## src/rtl/serial_mag_compare_pkg.sv

```systemverilog
// Shared definitions for the serial magnitude comparator: FSM state encoding,
// result-flag bit positions and a helper that packs the three flags.
package serial_mag_compare_pkg;

   typedef enum logic [1:0] {
      S_IDLE = 2'd0,
      S_RUN  = 2'd1,
      S_DONE = 2'd2
   } state_t;

   localparam int RES_GT = 0;
   localparam int RES_LT = 1;
   localparam int RES_EQ = 2;
   localparam int RES_W  = 3;

   function automatic logic [RES_W-1:0] pack_result(input logic gt, input logic lt, input logic eq);
      logic [RES_W-1:0] r;
      r         = 3'b000;
      r[RES_GT] = gt;
      r[RES_LT] = lt;
      r[RES_EQ] = eq;
      return r;
   endfunction

endpackage

```

## src/rtl/serial_mag_compare_comparator_2bit.sv

```systemverilog
// Combinational 2-bit unsigned digit comparator, time-shared by the serial
// magnitude comparator.
module comparator_2bit (
   input  logic [1:0] i_a,
   input  logic [1:0] i_b,
   output logic       o_gt,
   output logic       o_lt,
   output logic       o_eq
);

   assign o_gt = (i_a > i_b);
   assign o_lt = (i_a < i_b);
   assign o_eq = (i_a == i_b);

endmodule

```

## src/rtl/serial_mag_compare.sv

```systemverilog
// Serial magnitude comparator: walks two WIDTH-bit operands MSB digit first,
// two bits per cycle, and stops on the first unequal digit.
module serial_mag_compare
   import serial_mag_compare_pkg::*;
#(
   parameter int WIDTH = 16
) (
   input  logic             clk,
   input  logic             rst_n,
   input  logic             start,
   input  logic [WIDTH-1:0] a,
   input  logic [WIDTH-1:0] b,
   output logic             busy,
   output logic             done,
   output logic             a_gt_b,
   output logic             a_lt_b,
   output logic             a_eq_b
);

   localparam int D  = WIDTH / 2;
   localparam int CW = (D > 1) ? $clog2(D) : 1;

   state_t             r_state;
   state_t             w_next;
   logic [WIDTH-1:0]   r_sa;
   logic [WIDTH-1:0]   r_sb;
   logic [CW-1:0]      r_cnt;
   logic [RES_W-1:0]   r_flags;
   logic [RES_W-1:0]   w_flags;
   logic               r_busy;
   logic               r_done;
   logic               w_load;
   logic               w_shift;
   logic               w_gt;
   logic               w_lt;
   logic               w_eq;

   comparator_2bit u_cmp (
      .i_a  (r_sa[WIDTH-1 -: 2]),
      .i_b  (r_sb[WIDTH-1 -: 2]),
      .o_gt (w_gt),
      .o_lt (w_lt),
      .o_eq (w_eq)
   );

   // Next-state, datapath control and next result flags
   always_comb begin
      w_next  = r_state;
      w_load  = 1'b0;
      w_shift = 1'b0;
      w_flags = r_flags;
      case (r_state)
         S_IDLE, S_DONE: begin
            if (start) begin
               w_next = S_RUN;
               w_load = 1'b1;
            end else begin
               w_next = S_IDLE;
            end
         end
         S_RUN: begin
            if (!w_eq) begin
               w_next  = S_DONE;
               w_flags = pack_result(w_gt, w_lt, 1'b0);
            end else if (r_cnt == {CW{1'b0}}) begin
               w_next  = S_DONE;
               w_flags = pack_result(1'b0, 1'b0, 1'b1);
            end else begin
               w_next  = S_RUN;
               w_shift = 1'b1;
            end
         end
         default: begin
            w_next = S_IDLE;
         end
      endcase
   end

   // State, operand shifters, digit counter and registered outputs
   always_ff @(posedge clk or negedge rst_n) begin
      if (!rst_n) begin
         r_state <= S_IDLE;
         r_sa    <= {WIDTH{1'b0}};
         r_sb    <= {WIDTH{1'b0}};
         r_cnt   <= {CW{1'b0}};
         r_flags <= {RES_W{1'b0}};
         r_busy  <= 1'b0;
         r_done  <= 1'b0;
      end else begin
         r_state <= w_next;
         r_flags <= w_flags;
         r_busy  <= (w_next == S_RUN);
         r_done  <= (w_next == S_DONE);
         if (w_load) begin
            r_sa  <= a;
            r_sb  <= b;
            r_cnt <= CW'(D - 1);
         end else if (w_shift) begin
            r_sa  <= r_sa << 2'd2;
            r_sb  <= r_sb << 2'd2;
            r_cnt <= r_cnt - 1'b1;
         end
      end
   end

   assign busy   = r_busy;
   assign done   = r_done;
   assign a_gt_b = r_flags[RES_GT];
   assign a_lt_b = r_flags[RES_LT];
   assign a_eq_b = r_flags[RES_EQ];

endmodule

```

## config.mk

```make
export PLATFORM = sky130hd
export DESIGN_NAME = serial_mag_compare
export DESIGN_NICKNAME = d
export VERILOG_FILES = /design/src/rtl/serial_mag_compare_pkg.sv /design/src/rtl/serial_mag_compare_comparator_2bit.sv /design/src/rtl/serial_mag_compare.sv
export SDC_FILE = /design/constraint.sdc
export NUM_CORES = 1
export LEC_CHECK = 0
export ABC_AREA = 1
export CAP_MARGIN = 20
export CORE_MARGIN = 10
export CORE_UTILIZATION = 54
export CTS_BUF_LIST = sky130_fd_sc_hd__clkbuf_2 sky130_fd_sc_hd__clkbuf_4 sky130_fd_sc_hd__clkbuf_8
export DETAILED_ROUTE_END_ITERATION = 12
export PLACE_DENSITY = 0.82
export SLEW_MARGIN = 15
export SYNTH_ARGS = -nofsm -noshare
export SYNTH_HDL_FRONTEND = slang
export SYNTH_HIERARCHICAL = 1
export SYNTH_SLANG_ARGS = --single-unit
```

## constraint.sdc

```tcl
create_clock -name clk -period 1.7 [get_ports clk]
set_input_delay 0.255 -clock clk [delete_from_list [all_inputs] [get_ports clk]]
set_output_delay 0.255 -clock clk [all_outputs]
set_load 0.02 [all_outputs]
```

Word level (Yosys, flattened, before mapping)
Index checks and enable logic that the tools add are counted.
Widths: inputs -> output; s select.
{"block": "word_totals", "reg_bits": 42, "in_bits": 35, "output_inout_bits": 5, "word_cells": 38}
{"block": "classes", "n_eq_ne": 6, "n_lt_le_gt_ge": 2, "reduce_logical": 5, "n_mux": 17, "addsub": 1}
{"cell": "$mux 16", "n": 4}
{"cell": "$mux 3", "n": 4}
{"cell": "$mux 1", "n": 6}
{"cell": "$eq 2x1->1 const B", "n": 2}
{"cell": "$eq 2x2->1 const B", "n": 2}
{"cell": "$mux 2", "n": 2}
{"cell": "$pmux 2 s2", "n": 1}
{"cell": "$logic_not 3->1", "n": 1}
{"cell": "$sub 3x1->3 const B", "n": 1}
{"cell": "$eq 2x2->1", "n": 1}
{"cell": "$gt 2x2->1", "n": 1}
{"cell": "$logic_not 2->1", "n": 1}
{"cell": "$lt 2x2->1", "n": 1}
{"cell": "$ne 2x1->1 const B", "n": 1}
{"cell": "$reduce_and 2->1", "n": 1}
{"cell": "$reduce_bool 2->1", "n": 1}
{"cell": "$reduce_or 2->1", "n": 1}

Longest topological paths before layout
{"block": "depth", "ltp_word": 6, "mapped_depth": 11}

Hierarchy
Netlist, hierarchy kept.
{"mod": "serial_mag_compare", "n_inst": 1, "cells_each": 278, "area_per_inst_um2": 2163.3}
{"mod": "comparator_2bit", "n_inst": 1, "cells_each": 11, "area_per_inst_um2": 65.1}

Least setup slack after synthesis
OpenSTA, ideal clock, no wires.
{"block": "synth_path", "kind": "register to register", "from": "register r_sa[15]", "to": "register r_cnt[0]", "setup_slack_ns": 0.236, "n_path_buf": 1, "setup_ns": 0.124, "t_arrival_ns": 1.340, "stages_incl_launch_ff": 10, "required_time_ns": 1.576, "path_cell_list": "dfrtp_1 ha_1 nand2_1 inv_1 inv_1 nor2_4 nand2_4 buf_2 nand2_1 nand3_1"}
{"block": "synth_between", "elab_chain_len": 4}
{"item": "start, declared", "line": "serial_mag_compare.sv:25", "source": "logic [WIDTH-1:0] r_sa;"}
{"item": "start signal, assigned", "line": "serial_mag_compare.sv:83", "source": "r_sa <= {WIDTH{1'b0}};"}
{"item": "start signal, assigned", "line": "serial_mag_compare.sv:99", "source": "r_sa <= r_sa << 2'd2;"}
{"item": "$eq 2x2->1", "line": "serial_mag_compare_comparator_2bit.sv:13", "source": "assign o_eq = (i_a == i_b);"}
{"item": "via w_eq", "line": "serial_mag_compare.sv:36", "source": "logic w_eq;"}
{"item": "$mux 1", "line": "serial_mag_compare.sv:62", "source": "if (!w_eq) begin"}
{"item": "$mux 1", "line": "serial_mag_compare.sv:52", "source": "case (r_state)"}
{"item": "$reduce_bool 2->1 (no line)"}
{"item": "end signal, assigned", "line": "serial_mag_compare.sv:85", "source": "r_cnt <= {CW{1'b0}};"}
{"item": "end signal, assigned", "line": "serial_mag_compare.sv:97", "source": "r_cnt <= CW'(D - 1);"}
{"item": "end signal, assigned", "line": "serial_mag_compare.sv:101", "source": "r_cnt <= r_cnt - 1'b1;"}
{"item": "end, declared", "line": "serial_mag_compare.sv:27", "source": "logic [CW-1:0] r_cnt;"}
The timed path passes the listed nets, and every way through them passes these cells.
A chain may end at the register's enable or synchronous reset.

Final worst setup path
{"block": "layout_path", "from": "register r_sa[15]", "to": "register r_sa[10]"}
{"block": "layout_between", "elab_chain_len": 4}
{"item": "$eq 2x2->1", "line": "serial_mag_compare_comparator_2bit.sv:13"}
{"item": "via w_eq", "line": "serial_mag_compare.sv:36"}
{"item": "$mux 1", "line": "serial_mag_compare.sv:62"}
{"item": "$mux 1", "line": "serial_mag_compare.sv:52"}
{"item": "$reduce_bool 2->1 (no line)"}
The timed path passes the listed nets, and every way through them passes these cells.

==> results.md <==
* Initial Util at 55.7%
* Root buf cell: clkbuf_8
* Setup Skew at 0.0119 ns
* GRT overflow at 0
* Routed wire length at 5.05 mm
* Antenna diode count at 0
* Crit. End Element: flop
* Worst EP required at 1.89 ns
* Sequential fraction of the synthesis area at 47.2%
* Hold Crit Class: in2async
* Die ar. at 7100 um^2
* CTS buffer count at 5
* Top Ports at 40
* Max-cap violations at 0
* Worst setup path start: r_sa[15]$_DFFE_PN0P_
* Pre-CTS WS at 0.00620 ns
* Simple-gate portion of the synthesized area at 40.0%
* Worst r2r dst: r_sa[10]$_DFFE_PN0P_
* R2R cell count at 9
* Most common library cells after synthesis: 136 x nand2_1, 64 x nand3_1, 42 x dfrtp_1
* Pin count of the biggest net entering global routing at 43
* Final setup TNS at 0 ns
* Worst-path cell chain: ha_4 > nand2_1 > inv_2 > inv_1 > nor2_4 > nand2_4 > buf_4 > nand3_1 > nand2_1
* Area share of the largest cell type after synthesis at 47.2%
* Bufs on Longest Clock Path at 2
* Area grow syn2layout at 25.2%
* Yosys top cell by area: dfrtp_1
* FF-to-FF Start: r_sa[15]$_DFFE_PN0P_
* Final period utilization at 93.8%
* Slowest CP cell: dfrtp_1
* Initial antenna violation count at 0
* Crit Path Category: reg2reg
* Number of H-tree levels at 2
* Iter 0 DRT Violations at 92
* Chip width at 84.2 um
* WP buf/inv at 3
* Hpwl dp at 3.43 mm
* Largest cells by area after synthesis: dfrtp_1 47%, nand2_1 23%, nand3_1 14%
* Worst Setup Slack, final at 0.106 ns
* Pwr Density at 1720 nW/um^2
* Post-synthesis mux area share at 0%
* XOR/XNOR share of the synthesized area at 0%
* Cell Area, Synth at 2230 um^2
* Upper clock frequency limit at 627 MHz
* First-pass GRT wire length at 8.74 mm
* Total track usage at 14.5%
* Drt drc at 0
* Chip height at 84.2 um
* Routed Antenna Nets at 0
* Syn_nets at 328
* Main combinational cell family by area after synthesis: simple AND/OR/NAND/NOR gates
* Clk sinks at 42
* Final Hold Viols at 0
* Nets@finish at 372
* Minimum clock period at 1.59 ns
* Fill cells at 326
* Clk_lat worst skew at 0.30 ns
* Synth Area in Compound Gates at 1.07%
* Cells after synthesis at 289
* Vias per Instance at 5.07
* Worst setup SP type: flop
* Post-synth EDFFs at 0
* Crit path max fanout at 8
* # port buffers at 39
* Synthesized flop and latch total at 42
* Final Max Tran Viols at 0
* Worst-path clk slew at 0.09 ns
* Worst-Margin Slew at 0.527 ns
* Hold bufs inserted after CTS at 0
* Yosys cell types at 15
* # rows at 23
* DR WL/cell at 13.1 um
* Slew HR at 64.9%
* Leading cell type by number of instances after synthesis: nand2_1
* FF-to-FF setup slack at 0.11 ns
* RSZ-0062 raised after global routing: no
* Crit path max-delay family: simple AND/OR/NAND/NOR gates
* DRT Pass-1 Iters at 4
* Adder-cell share of the synthesized area at 2.25%
* Final setup viols at 0
* Routability cong. at 0.803
* Vias in the first global route at 1933
* Synthesized area per cell at 7.71 um^2
* Core area at 4000 um^2
* WP data arrival at 1.78 ns
* Prevailing post-synth register cell: dfrtp_1
* Static leakage at 1.53 nW
* Worst vdd ir at 0.000849 V
* CTS tree: done
* Max incr delay on CP at 0.42 ns
* FFs w/ async S/R, synth at 100%
* Status: completed
* Synth warn at 6
* Most common cell type on the critical path: nand2_1
* Ratio of cells with drive above 1 in the final layout at 10.5%
* Final total power at 4.81 mW
* Via count at 1948
==> stage by stage <==
step           area, um^2  hold slack, ns  cells  util (%)
2_1_floorplan        2230         -0.0406    289         -
3_5_place_dp         2620           0.354    371      65.5
6_report             2790          0.0164    384      69.8
4_1_cts              2740          0.0258    379      68.4
5_1_grt              2790          0.0525    384      69.8
3_3_place_gp         2620           0.349    371      65.5
==> kinds of logic (layout without fill, tap and decap cells) <==
logic type / after synthesis / in the layout
simple gates: 206 / 207
flops: 42 / 42
compound gates: 4 / 4
fa+ha+maj: 4 / 4
buf+inv: 33 / 77
==> metal layers <==
layer  up-vias  share of wire [%]  routed length, um  GRT usage (%)
li1       1000                  -                  -              -
met1       891                 43               2190           17.0
met2        44                 50               2530           23.8
met3        13                4.7                239           4.64
met4         0                1.8                 93           6.24
met5         -                  0                  0              0
==> cell usage in the layout, fill, tap and decap left out, types with 2 or more instances in the layout <==
| cell | synthesis | layout |
|---|---|---|
| clkdlybuf4s50_1 | 0 | 38 |
| dfrtp_1 | 42 | 42 |
| nand3_1 | 64 | 64 |
| clkbuf_8 | 0 | 5 |
| nor2_4 | 2 | 2 |
| ha_1 | 4 | 3 |
| nand2_4 | 3 | 2 |
| clkinv_2 | 0 | 2 |
| inv_1 | 13 | 12 |
| buf_4 | 3 | 14 |
| nand2_1 | 136 | 136 |
| a21oi_1 | 2 | 2 |
| inv_2 | 1 | 2 |
==> sequential cells by signal, summed over array words and instances, names as in the netlist <==
signal   cells
r_state      2
r_cnt        3
done         1
r_flags      3
busy         1
r_sb        16
r_sa        16
==> power by group <==
group	switching, mW	total [mW]	internal, mW
clock network	0.346	0.778	0.432
logic	1.41	2.36	0.946
registers	0.235	1.67	1.43
==> worst register-to-register path, cell delays in order, from the launching register on <==
cell and delay, ns:
dfrtp_1 0.42, ha_4 0.28, nand2_1 0.06, inv_2 0.07, inv_1 0.07, nor2_4 0.14
nand2_4 0.11, buf_4 0.18, nand3_1 0.07, nand2_1 0.06
==> timing repair <==
action	in CTS	in global routing
setup endpoints to repair	21	35
resized for setup	1	3
pin swaps	0	1
cloned	0	1
setup buffers	0	4
==> final cells by class <==
type,instances,area [um^2],area share (%)
Multi-Input combinational cell,215,993,35.6
Clock buffer,5,68.8,2.47
Tap cell,50,62.6,2.24
Inverter,14,52.6,1.88
Clock inverter,3,40.0,1.43
Timing Repair Buffer,55,522,18.7
Sequential cell,42,1050,37.7
==> worst max path at each step <==
stage | to | cells past startpoint
finish | r_sa[10]$_DFFE_PN0P_ | 9
global route | r_sa[11]$_DFFE_PN0P_ | 10
CTS | r_cnt[1]$_DFFE_PN0P_ | 9
detailed placement | r_sb[15]$_DFFE_PN0P_ | 9
global placement | r_sb[15]$_DFFE_PN0P_ | 9
floorplan | r_cnt[0]$_DFFE_PN0P_ | 9
No activity file was read; power rests on OpenSTA's default activity.
==> variant 1: new RTL, config.mk and constraints unchanged <==
Put a register stage on the outputs `a_gt_b`, `a_lt_b` and `a_eq_b`. The values now appear one clock later. The other outputs are not delayed to match.
--- a/src/rtl/serial_mag_compare.sv
+++ b/src/rtl/serial_mag_compare.sv
@@ -105,9 +105,11 @@
 
    assign busy   = r_busy;
    assign done   = r_done;
-   assign a_gt_b = r_flags[RES_GT];
-   assign a_lt_b = r_flags[RES_LT];
-   assign a_eq_b = r_flags[RES_EQ];
+   always_ff @(posedge clk) begin
+      a_gt_b <= r_flags[RES_GT];
+      a_lt_b <= r_flags[RES_LT];
+      a_eq_b <= r_flags[RES_EQ];
+   end
 
 endmodule
 
Behaviour: not the same (Yosys sat finds a counterexample within 4 cycles, from zero or initial values and one cycle with rst_n low).
==> variant 1 against the original RTL <==
Synthesized area rose by 2.7%. Via count rose by 1.2%. Cell count fell by 1.0%. Sequential cell count rose by 3. Setup slack improved by 24 ps. Critical path depth did not move. Power rose by 1.8%. Cell area rose by 0.72%. Wire length rose by 1.9%.
==> variant 1: results (changes against the original RTL) <==
synth_common_cells: "sky130_fd_sc_hd__nand2_1, sky130_fd_sc_hd__nand3_1, sky130_fd_sc_hd__dfrtp_1"  # unchanged
worst_hold_path_class: "in2async"  # unchanged
worst_ep_arrival_time_ps: 1770
final_layout_size_suffix_gt1_share_pct: 8.485  # was 10.48%
postSynth.asyncResetShare_pct: 93.33  # was 100.0%
yosys_most_used_dff: "sky130_fd_sc_hd__dfrtp_1"  # unchanged
cts_setup_buffers: 0  # unchanged
layout.filler_cells: 330  # was 326
synthesis_warnings: 6  # unchanged
first_global_vias: 1917  # was 1933
synth_nets: 331  # was 328
worst_r2r_path_depth: 9  # unchanged
grt_pass1_wl_um: 8970  # was 8735 um
clock_path_buffers: 2  # unchanged
slowest_stage: "sky130_fd_sc_hd__dfrtp_1"  # unchanged
synth_mux_area_share_pct: 0  # unchanged
root_buffer: "sky130_fd_sc_hd__clkbuf_8"  # unchanged
start_kind: "register"  # unchanged
tritoncts.num_buffers: 5  # unchanged
report.final.hold_viol_count: 0  # unchanged
crit_path_start: "r_sa[15]"  # unchanged
clock_insertion_delay_worst_skew_ps: 310
gp_weighted_congestion: 0.8206  # was 0.8029
critPathTopFamily: "simple AND/OR/NAND/NOR gates"  # unchanged
grt_usage_pct: 14.83  # was 14.50%
io_buffers: 39  # unchanged
drt-pass1-iter-count: 4  # unchanged
cp_slowest_stage_delay_ps: 420  # about the same
drt_first_iter_violations: 102  # was 92
r2r_setup_slack_ps: 130  # was 110 ps
post_synth_fa_ha_maj_area_fraction_pct: 2.187  # was 2.246%
fin_hold_ws_ps: 7.244  # was 16.43 ps
htree_num_levels: 2  # unchanged
run_status: "finished clean"  # unchanged
routed_via_density: 5.187  # was 5.073
ir_worst_vdd_mv: 0.9327  # was 0.8488 mV
dpl.hpwl_um: 3487  # was 3432 um
finalClockSkew_ps: 8.839  # was 11.85 ps
r2r-end: "r_sb[15]"  # was r_sa[10]
biggestRegsByFlops: "r_sa x16, r_sb x16"  # unchanged
insertedDiodeCount: 0  # unchanged
synth_sequential_area_ratio_pct: 48.55  # was 47.16%
cellLeakagePower_nw: 1.521  # was 1.526 nW
synth_xor_area_share_pct: 0  # unchanged
timing.critical_path.fanout_max: 11  # was 8
finalNetCount: 368  # was 372
grt_antenna_before_repair: 0  # unchanged
post_synth_num_cell_types: 16  # was 15
clkSlewWorstSetupHoldPaths_ps: 90  # about the same
post_drt_wl_per_cell_um: 13.54  # was 13.15 um
area_fraction_in_compound_gates_after_synthesis_pct: 1.039  # was 1.067%
worst_tran_pin_value_ps: 530.5  # was 527.0 ps
post_cts_resized: 0  # was 1
grt_start_max_net_pins: 43  # unchanged
synthTopCellsByArea: "sky130_fd_sc_hd__dfrtp_1, sky130_fd_sc_hd__nand2_1, sky130_fd_sc_hd__nand3_1, sky130_fd_sc_hd__buf_6, sky130_fd_sc_hd__dfxtp_1"  # was sky130_fd_sc_hd__dfrtp_1, sky130_fd_sc_hd__nand2_1, sky130_fd_sc_hd__nand3_1, sky130_fd_sc_hd__buf_6, sky130_fd_sc_hd__ha_1
[variant 1: changes by cell type in the layout (fill, tap and decap cells not counted), sizes merged]
cell      change
buf           -6
clkbuf        +1
clkinv        -2
clkinvlp      +1
dfxtp         +3
nand2         -1
[variant 1: logic make-up (layout without fill, tap and decap cells)]
| group | count (synthesis) | count (layout) |
|---|---|---|
| flops | 45 | 45 |
| simple gates | 206 | 206 |
| compound gates | 4 | 4 |
| fa+ha+maj | 4 | 4 |
| buf+inv | 33 | 71 |
[variant 1: how the worst max path moves through the flow]
stage	slack, ps	endpoint
final	130	r_sb[15]
after global routing	7	r_sa[2]
after CTS	20	r_sb[15]
after global placement	110	r_sb[15]
after floorplan	240	r_cnt[0]
after detailed placement	60	r_sb[11]
[variant 1: report_power, final]
group / switching (mW) / internal [mW]
registers: 0.233 / 1.54
logic: 1.40 / 0.879
clock network: 0.368 / 0.478
[variant 1: per-layer routing]
| layer | wire length, um | global-route usage (%) | share of wire, % |
|---|---|---|---|
| met2 | 2540 | 23.84 | 49 |
| met1 | 2227 | 17.94 | 43 |
| met4 | 106 | 5.838 | 2.1 |
| met3 | 270 | 4.780 | 5.2 |
| met5 | 0 | 0 | 0 |
[variant 1: per-stage QoR]
| stage | worst slack [ps] | util, % | std cells | cell area (sq um) |
|---|---|---|---|---|
| after floorplan | 236.0 | - | 292 | 2288 |
| after global placement | 110.6 | 65.68 | 372 | 2665 |
| after detailed placement | 55.08 | 65.68 | 372 | 2665 |
| after CTS | 15.15 | 68.64 | 380 | 2785 |
| after global routing | 6.916 | 69.26 | 380 | 2810 |
| final | 129.8 | 69.26 | 380 | 2810 |
[variant 1: final cells by class]
| class | count | area share, % |
|---|---|---|
| clock buffer | 6 | 2.939 |
| multi-input combinational | 214 | 35.13 |
| timing repair buffer | 49 | 16.96 |
| tap | 50 | 2.226 |
| inverter | 14 | 1.870 |
| clock inverter | 2 | 1.336 |
| sequential | 45 | 39.54 |
==> variant 2: new RTL, config.mk and constraints unchanged <==
Made on the original files. `WIDTH`: 16 -> 8.
--- a/src/rtl/serial_mag_compare.sv
+++ b/src/rtl/serial_mag_compare.sv
@@ -3,7 +3,7 @@
 module serial_mag_compare
    import serial_mag_compare_pkg::*;
 #(
-   parameter int WIDTH = 16
+   parameter int WIDTH = 8
 ) (
    input  logic             clk,
    input  logic             rst_n,
Interface: changed (resized a and b); port bits go from 40 to 24. No check against the original RTL was run, so the function may have changed too.
==> variant 2 against the original RTL <==
Cell area fell by 44%. Non-clock buffer count is 26 lower. Synthesized area is 44% lower. Power down 45%. Maximum frequency is 1.9% higher. Cell count down 45%. Wire length decreased by 46%. Sequential cell count fell by 17. Count of clock-buffer cells in the layout down 1. Setup slack better by 30 ps. Largest cell class unchanged.
==> variant 2: results (changes against the original RTL) <==
drt_first_iter_violations: 48  # was 92
area_fraction_in_compound_gates_after_synthesis_pct: 1.898  # was 1.067%
instances_no_fill: 212  # was 384
finalClockSkew_ps: 1.412  # was 11.85 ps
register_area_sq_um: 625.6  # was 0.001051 sq mm
area_share_clock_buf_inv_pct: 1.926  # was 3.901%
critPathTopFamily: "buffers and inverters"  # was simple AND/OR/NAND/NOR gates
fin_hold_ws_ps: 281.7  # was 16.43 ps
dpl.hpwl_um: 1950  # was 3432 um
routed-wl-met3_um: 147  # was 239 um
wl_met2_um: 1405  # was 2530 um
cp_slowest_stage_delay_ps: 610  # was 420 ps
numSequentialCells: 25  # was 42
grt_pass1_wl_um: 4491  # was 8735 um
run_status: "finished clean"  # unchanged
worst_r2r_path_depth: 10  # was 9
slowest_stage: "sky130_fd_sc_hd__clkdlybuf4s50_1"  # was sky130_fd_sc_hd__dfrtp_1
final_layout_size_suffix_gt1_share_pct: 10.33  # was 10.48%
routed-via-count: 1082  # was 1948
crit_path_start: "r_flags[0]"  # was r_sa[15]
synth_common_cells: "sky130_fd_sc_hd__nand2_1, sky130_fd_sc_hd__nand3_1, sky130_fd_sc_hd__dfrtp_1"  # unchanged
worst_tran_pin_value_ps: 358.8  # was 527.0 ps
nonClockBufferCount: 29  # was 55
pwr_density_cell_mw_per_mm2: 1706  # was 1723 mW/mm^2
area_occupied_by_multi_input_gates_sq_um: 528.0  # was 993.5 sq um
finalNetCount: 207  # was 372
synth_sequential_area_ratio_pct: 49.95  # was 47.16%
io_buffers: 23  # was 39
design_area_sq_mm: 0.001559  # was 0.002790 sq mm
synthTopCellsByArea: "sky130_fd_sc_hd__dfrtp_1, sky130_fd_sc_hd__nand2_1, sky130_fd_sc_hd__nand3_1, sky130_fd_sc_hd__inv_1, sky130_fd_sc_hd__ha_1"  # was sky130_fd_sc_hd__dfrtp_1, sky130_fd_sc_hd__nand2_1, sky130_fd_sc_hd__nand3_1, sky130_fd_sc_hd__buf_6, sky130_fd_sc_hd__ha_1
preCtsSetupSlack_ps: 39.56  # was 6.200 ps
signal_buffer_area_fraction_pct: 18.46  # was 18.70%
r2r-end: "r_sb[4]"  # was r_sa[10]
timing.critical_path.fanout_max: 2  # was 8
root_buffer: "sky130_fd_sc_hd__clkbuf_4"  # was sky130_fd_sc_hd__clkbuf_8
power.sequential.total_mw: 0.997  # was 1.67 mW
routed_metal_1_wirelength_um: 1120  # was 2186 um
biggestRegsByFlops: "r_sa x8, r_sb x8, r_flags x3"  # was r_sa x16, r_sb x16
r2r-start: "r_sb[7]"  # was r_sa[15]
share_comb_of_total_power_pct: 51.9  # was 49.1%
tritoncts.num_buffers: 3  # was 5
grt_usage_pct: 12.07  # was 14.50%
## variant 2: cell types whose count changed after synthesis
cell                      unedited run  this run
sky130_fd_sc_hd__nand2_1           136        69
sky130_fd_sc_hd__nor2_4              2         1
sky130_fd_sc_hd__buf_4               3         2
sky130_fd_sc_hd__nor2_1              0         1
sky130_fd_sc_hd__nor2_2              0         1
sky130_fd_sc_hd__buf_6               9         3
sky130_fd_sc_hd__buf_2               7         3
sky130_fd_sc_hd__nand2_2             0         3
sky130_fd_sc_hd__nand2_4             3         0
sky130_fd_sc_hd__nand3_1            64        29
sky130_fd_sc_hd__ha_1                4         3
sky130_fd_sc_hd__dfrtp_1            42        25
## variant 2: timing repair
item	in CTS	in global routing
buffers inserted	0	1
resized for setup	0	4
hold buffers	0	0
endpoints found under the setup margin	0	18
## variant 2: layer usage
metal / vias up / GRT usage, %
met2: 25 / 21.05
li1: 547 / -
met5: - / 0
met1: 506 / 13.58
met3: 4 / 3.263
met4: 0 / 5.025
